`src/rtl/bsg_link_upstream_credit_arbiter.sv`:
```
// Round-robin arbiter sharing one bsg_link upstream channel among NUM_REQ requesters,
// with each send gated by a token-replenished credit counter.
module bsg_link_upstream_credit_arbiter #(
    parameter int NUM_REQ            = 4,
    parameter int WIDTH              = 64,
    parameter int MAX_CREDITS        = 64,
    parameter int LG_CREDIT_TO_TOKEN = 3,
    parameter int CREDIT_W           = $clog2(MAX_CREDITS + 1)
) (
    input  logic                       clk,
    input  logic                       rst,
    input  logic [NUM_REQ-1:0]         req_valid_i,
    input  logic [NUM_REQ*WIDTH-1:0]   req_data_i,
    output logic [NUM_REQ-1:0]         req_ready_o,
    output logic                       link_valid_o,
    output logic [WIDTH-1:0]           link_data_o,
    output logic [$clog2(NUM_REQ)-1:0] link_id_o,
    input  logic                       link_ready_i,
    input  logic                       token_i,
    output logic [CREDIT_W-1:0]        credit_o,
    output logic [6:0]                 sent_cnt_o,
    output logic                       stall_o,
    output logic                       overflow_err_o
);

    localparam int ID_W = $clog2(NUM_REQ);
    localparam logic [CREDIT_W:0] TOKEN_INC = (CREDIT_W+1)'(1 << LG_CREDIT_TO_TOKEN);
    localparam logic [CREDIT_W:0] MAX_EXT   = (CREDIT_W+1)'(MAX_CREDITS);

    typedef enum logic {IDLE, OFFER} state_e;

    state_e               state_q, state_d;
    logic [ID_W-1:0]      rr_q, rr_d;
    logic [WIDTH-1:0]     data_q, data_d;
    logic [ID_W-1:0]      id_q, id_d;
    logic [CREDIT_W-1:0]  credit_q, credit_d;
    logic [6:0]           sent_q, sent_d;
    logic                 ovf_q, ovf_d;

    logic [ID_W-1:0]      win;
    logic                 win_found;
    logic                 handshake;
    logic                 can_grant;
    logic [CREDIT_W:0]    credit_sum;

    // First valid requester at or after rr_q, wrapping modulo NUM_REQ.
    always_comb begin
        win       = '0;
        win_found = 1'b0;
        for (int unsigned k = 0; k < NUM_REQ; k++) begin
            int unsigned idx;
            idx = (32'(rr_q) + k) % NUM_REQ;
            if (!win_found && req_valid_i[idx]) begin
                win_found = 1'b1;
                win       = ID_W'(idx);
            end
        end
    end

    always_comb begin
        handshake = (state_q == OFFER) && link_ready_i;
        // rst gating keeps every ready low while reset is held, even with credits present.
        can_grant = !rst && (credit_q != '0) && win_found
                    && ((state_q == IDLE) || handshake);
        req_ready_o = can_grant ? (NUM_REQ'(1) << win) : '0;
        stall_o     = (credit_q == '0) && (|req_valid_i);
    end

    always_comb begin
        state_d  = state_q;
        rr_d     = rr_q;
        data_d   = data_q;
        id_d     = id_q;
        sent_d   = sent_q;
        ovf_d    = ovf_q;
        credit_d = credit_q;

        if (can_grant) begin
            state_d = OFFER;
            data_d  = req_data_i[32'(win)*WIDTH +: WIDTH];
            id_d    = win;
            rr_d    = (32'(win) == NUM_REQ - 1) ? '0 : win + 1'b1;
        end else if (handshake) begin
            state_d = IDLE;
        end

        if (handshake) begin
            sent_d = sent_q + 7'd1;
        end

        credit_sum = {1'b0, credit_q}
                     + (token_i ? TOKEN_INC : '0)
                     - (CREDIT_W+1)'(can_grant);
        if (credit_sum > MAX_EXT) begin
            credit_d = CREDIT_W'(MAX_CREDITS);
            ovf_d    = 1'b1;
        end else begin
            credit_d = credit_sum[CREDIT_W-1:0];
        end
    end

    always_ff @(posedge clk or posedge rst) begin
        if (rst) begin
            state_q  <= IDLE;
            rr_q     <= '0;
            data_q   <= '0;
            id_q     <= '0;
            credit_q <= CREDIT_W'(MAX_CREDITS);
            sent_q   <= '0;
            ovf_q    <= 1'b0;
        end else begin
            state_q  <= state_d;
            rr_q     <= rr_d;
            data_q   <= data_d;
            id_q     <= id_d;
            credit_q <= credit_d;
            sent_q   <= sent_d;
            ovf_q    <= ovf_d;
        end
    end

    assign link_valid_o   = (state_q == OFFER);
    assign link_data_o    = data_q;
    assign link_id_o      = id_q;
    assign credit_o       = credit_q;
    assign sent_cnt_o     = sent_q;
    assign overflow_err_o = ovf_q;

endmodule

```
`config.mk`:
```
export PLATFORM = sky130hd
export DESIGN_NAME = bsg_link_upstream_credit_arbiter
export DESIGN_NICKNAME = d
export VERILOG_FILES = /design/src/rtl/bsg_link_upstream_credit_arbiter.sv
export SDC_FILE = /design/constraint.sdc
export NUM_CORES = 1
export LEC_CHECK = 0
export ABC_AREA = 0
export ABC_CLOCK_PERIOD_IN_PS = 4400
export CAP_MARGIN = 20
export CORE_AREA = 3 3 136 138
export DETAILED_ROUTE_END_ITERATION = 7
export DIE_AREA = 0 0 139 141
export PLACE_DENSITY = 0.7
export SLEW_MARGIN = 10
export SYNTH_ARGS = -nofsm -noshare
export SYNTH_HDL_FRONTEND = slang
export SYNTH_SLANG_ARGS = --single-unit
export TNS_END_PERCENT = 50
```
`constraint.sdc`:
```
create_clock -name clk -period 4.4 [get_ports clk]
set_input_delay 0.66 -clock clk [delete_from_list [all_inputs] [get_ports clk]]
set_output_delay 0.66 -clock clk [all_outputs]
set_load 0.02 [all_outputs]
```
==> flow_metrics.py <==
metrics = {
    "synthesis": {
        "yosys-top-cells-count": "mux2i_1, dfrtp_1, nand2_1",
        "synth-edff-count": 0,
        "synth_top_cell_by_area": "dfrtp_1",
        "synth_area_leaders": "dfrtp_1, mux2i_1, o221ai_1, nand2_1, buf_6",
        "postSynthCellCount": 493,
        "yosysMostFrequentCell": "mux2i_1",
        "ys_seq_elements": 84,
        "synthDistinctLibCells": 50,
        "synth-async-reset-ratio_pct": 100,
        "synth_nets": 772,
        "avgSynthCellArea_sq_um": 10.8,
        "syn-cell-area_sq_mm": 0.00533,
        "synth_top_area_share_pct": 39.0,
        "synthFlopType": "dfrtp_1",
        "yosysWarnings": 0,
        "yosysSeqAreaShare_pct": 39.5,
    },
    "clocking": {
        "clk_pin_slew_ps": 60,
        "cts_root_buf": "clkbuf_16",
        "cts_buffers": 9,
        "cts_tree": "done",
        "cts_buffer_depth": 2,
        "cts_sinks": 84,
        "insertion_delay_ps": 340,
        "cts_setup_buffers": 0,
        "hold_buffers": 0,
        "htreeDepth": 3,
        "ctsResizeCount": 0,
    },
    "drt": {
        "vias": 5221,
        "drc": 0,
        "drt.antenna.violating_nets": 0,
        "firstDrtPassIters": 4,
        "wl_per_cell_um": 18.3,
        "wirelength_mm": 19.4,
        "drt_iter0_markers": 255,
        "via_per_inst": 4.93,
    },
    "setup_path": {
        "rr_endpoint": "overflow_err_o$_DFFE_PP0N_",
        "path_depth": 14,
        "cp_common_cell": "ha_1",
        "cp-endpoint": "overflow_err_o$_DFFE_PP0N_",
        "crit_type": "primary input to flip-flop",
        "path_max_fanout": 8,
        "worst_ep_arrival_time_ps": 3820,
        "cp_cell_sequence": "clkdlybuf4s50_1 > nor4_1 > a211oi_1 > nand2b_2 > inv_4 > ha_1 > inv_1 > ha_1 > fa_1 > a21oi_1 > o21bai_1 > xnor2_1 > or3_1 > a211o_1",
        "required_ps": 4620,
        "critPathMaxStageDelay_ps": 540,
        "cp-end-kind": "flip-flop",
        "r2r_slack_ps": 960,
        "crit_family": "compound AO/OA/AOI/OAI gates",
        "ff2ff_path_depth": 15,
        "crit_start": "req_valid_i[0]",
        "slowest_stage": "clkdlybuf4s50_1",
        "cp_num_buf_inv": 3,
        "rr_startpoint": "credit_o[4]$_DFF_PP0_",
        "cp-start-kind": "primary input",
    },
    "floorplanning": {
        "dieHeight_um": 141,
        "die-area_sq_mm": 0.0196,
        "die_w_um": 139,
        "core-area_sq_mm": 0.0173,
        "initial_core_util_pct": 30.8,
        "ios": 351,
        "rows": 48,
    },
    "placement": {
        "dp_hpwl_mm": 15.2,
        "place_area_sq_mm": 0.00890,
        "gp_congestion": 0.790,
        "io_buffers": 350,
    },
    "finish": {
        "fillers": 1569,
        "layout-drive-gt1-share_pct": 4.57,
        "syn_to_final_growth_pct": 72.2,
        "fin_area_sq_mm": 0.00917,
        "register_area_sq_mm": 0.00210,
        "multi_input_area_sq_mm": 0.00285,
        "nNetsFinal": 1106,
    },
    "pwr": {
        "power.share.clock_pct": 13.9,
        "ir_worst_vdd_v": 0.000316,
        "seqPwrFrac_pct": 26.8,
        "p_leak_nw": 3.88,
        "p_comb_share_pct": 59.3,
        "power_density_mw_per_mm2": 552,
        "switching_power_w": 0.00206,
        "swShare_pct": 40.6,
        "finalPower_w": 0.00507,
        "intPower_w": 0.00301,
    },
    "sta": {
        "rsz0062_at_grt": "false",
        "hold_violations": 0,
        "finalSetupViolations": 0,
        "fin_skew_ps": 5.30,
        "fmax_mhz": 278,
        "min_period_ps": 3600,
        "finalCritPeriodShare_pct": 81.7,
        "worst_pin_slew_ps": 939,
        "setup_tns_ps": 0,
        "drv_slew": 0,
        "slew_headroom_pct": 37.4,
    },
    "hold_path": {
        "hp-class": "flip-flop to flip-flop",
    },
    "global_routing": {
        "overflow": 0,
        "grt_max_degree": 70,
        "gr-usage-all-layers_pct": 18.9,
        "grt_pass1_vias": 5311,
        "antenna_found_initial": 2,
        "grt_pass1_wl_mm": 29.4,
    },
    "job": {
        "cap_violations": 0,
    },
    "run_status": {
        "status": "complete, no violations",
    },
}
how the worst min path moves through the flow:
stage               cells after the start  slack (ps)                   endpoint                       from
CTS                                     1         480  sent_cnt_o[6]$_DFFE_PP0P_  sent_cnt_o[6]$_DFFE_PP0P_
global route                            1         490  sent_cnt_o[6]$_DFFE_PP0P_  sent_cnt_o[6]$_DFFE_PP0P_
floorplan                               2         530        rr_q[1]$_DFFE_PP0P_        rr_q[1]$_DFFE_PP0P_
finish                                  1         470  sent_cnt_o[6]$_DFFE_PP0P_  sent_cnt_o[6]$_DFFE_PP0P_
global placement                        2         460   link_id_o[0]$_DFFE_PP0P_   link_id_o[0]$_DFFE_PP0P_
detailed placement                      1         470  sent_cnt_o[6]$_DFFE_PP0P_  sent_cnt_o[6]$_DFFE_PP0P_
power groups by stage:
stage	combinational, W	clock, W	sequential, W
3_5_place_dp	0.00305	0	0.00137
3_3_place_gp	0.00302	0	0.00135
6_report	0.00301	0.000705	0.00136
5_1_grt	0.00324	0.000762	0.00140
2_1_floorplan	0.00142	0	0.00175
4_1_cts	0.00305	0.000731	0.00136
worst reg2reg max path: cells and delay by family (launching register included):
family	cells	cell delay [ps]
flops	1	360
xor+xnor	1	130
fa+ha+maj	4	950
compound gates	4	960
buf+inv	3	220
simple gates	3	690
flip-flops by register name (all words and copies together), names as in the netlist:
signal,flops
credit_o,7
link_data_o,64
link_id_o,2
link_valid_o,1
overflow_err_o,1
rr_q,2
sent_cnt_o,7
per-stage QoR:
step / instances / util, % / worst slack [ps] / hold slack [ps]
floorplan: 493 / - / 1030 / 527
global placement: 1041 / 51.4 / 488 / 460
detailed placement: 1041 / 51.4 / 421 / 467
CTS: 1057 / 53.0 / 789 / 475
global route: 1059 / 53.0 / 594 / 493
finish: 1059 / 53.0 / 805 / 474
layout make-up:
class | instances | share of cell area, %
inverters | 19 | 0.818
flip-flops and latches | 84 | 22.9
diodes | 2 | 0.0546
repair buffers | 360 | 39.1
clock inverters | 4 | 0.273
well taps | 225 | 3.07
clock buffers | 12 | 2.69
multi-input cells | 353 | 31.0
cell families (layout without fill, tap and decap cells):
logic type / after synthesis / after routing / synth area share (%)
mux: 130 / 130 / 24.4
simple gates: 113 / 113 / 10.1
compound gates: 86 / 86 / 13.5
flops: 84 / 84 / 39.5
buf+inv: 56 / 395 / 7.37
fa+ha+maj: 15 / 15 / 3.66
xor+xnor: 9 / 9 / 1.48
other cells: 0 / 2 / 0
placed cells by master (no fill, tap or decap), drive strengths merged, types with 3 or more instances in the layout:
master         instances
clkdlybuf4s50        350
mux2i                129
dfrtp                 83
nand2                 73
o221ai                64
inv                   18
ha                    14
clkbuf                12
buf                   10
xnor2                  7
and2                   6
nor2b                  5
nor2                   5
a21oi                  5
nor3b                  4
nand2b                 4
o21ai                  4
a211oi                 3
clkinv                 3
or2                    3
per-layer routing:
layer  GRT usage, %  vias up  share of wire, %  routed length, um
met4           5.77        0               1.3                248
met2           32.9      197                52              10000
met1           22.7     2503                40               7750
li1               -     2507                 -                  -
met5              0        -                 0                  0
met3           5.33       14               6.8               1330
Power figures use the tool's default switching activity.
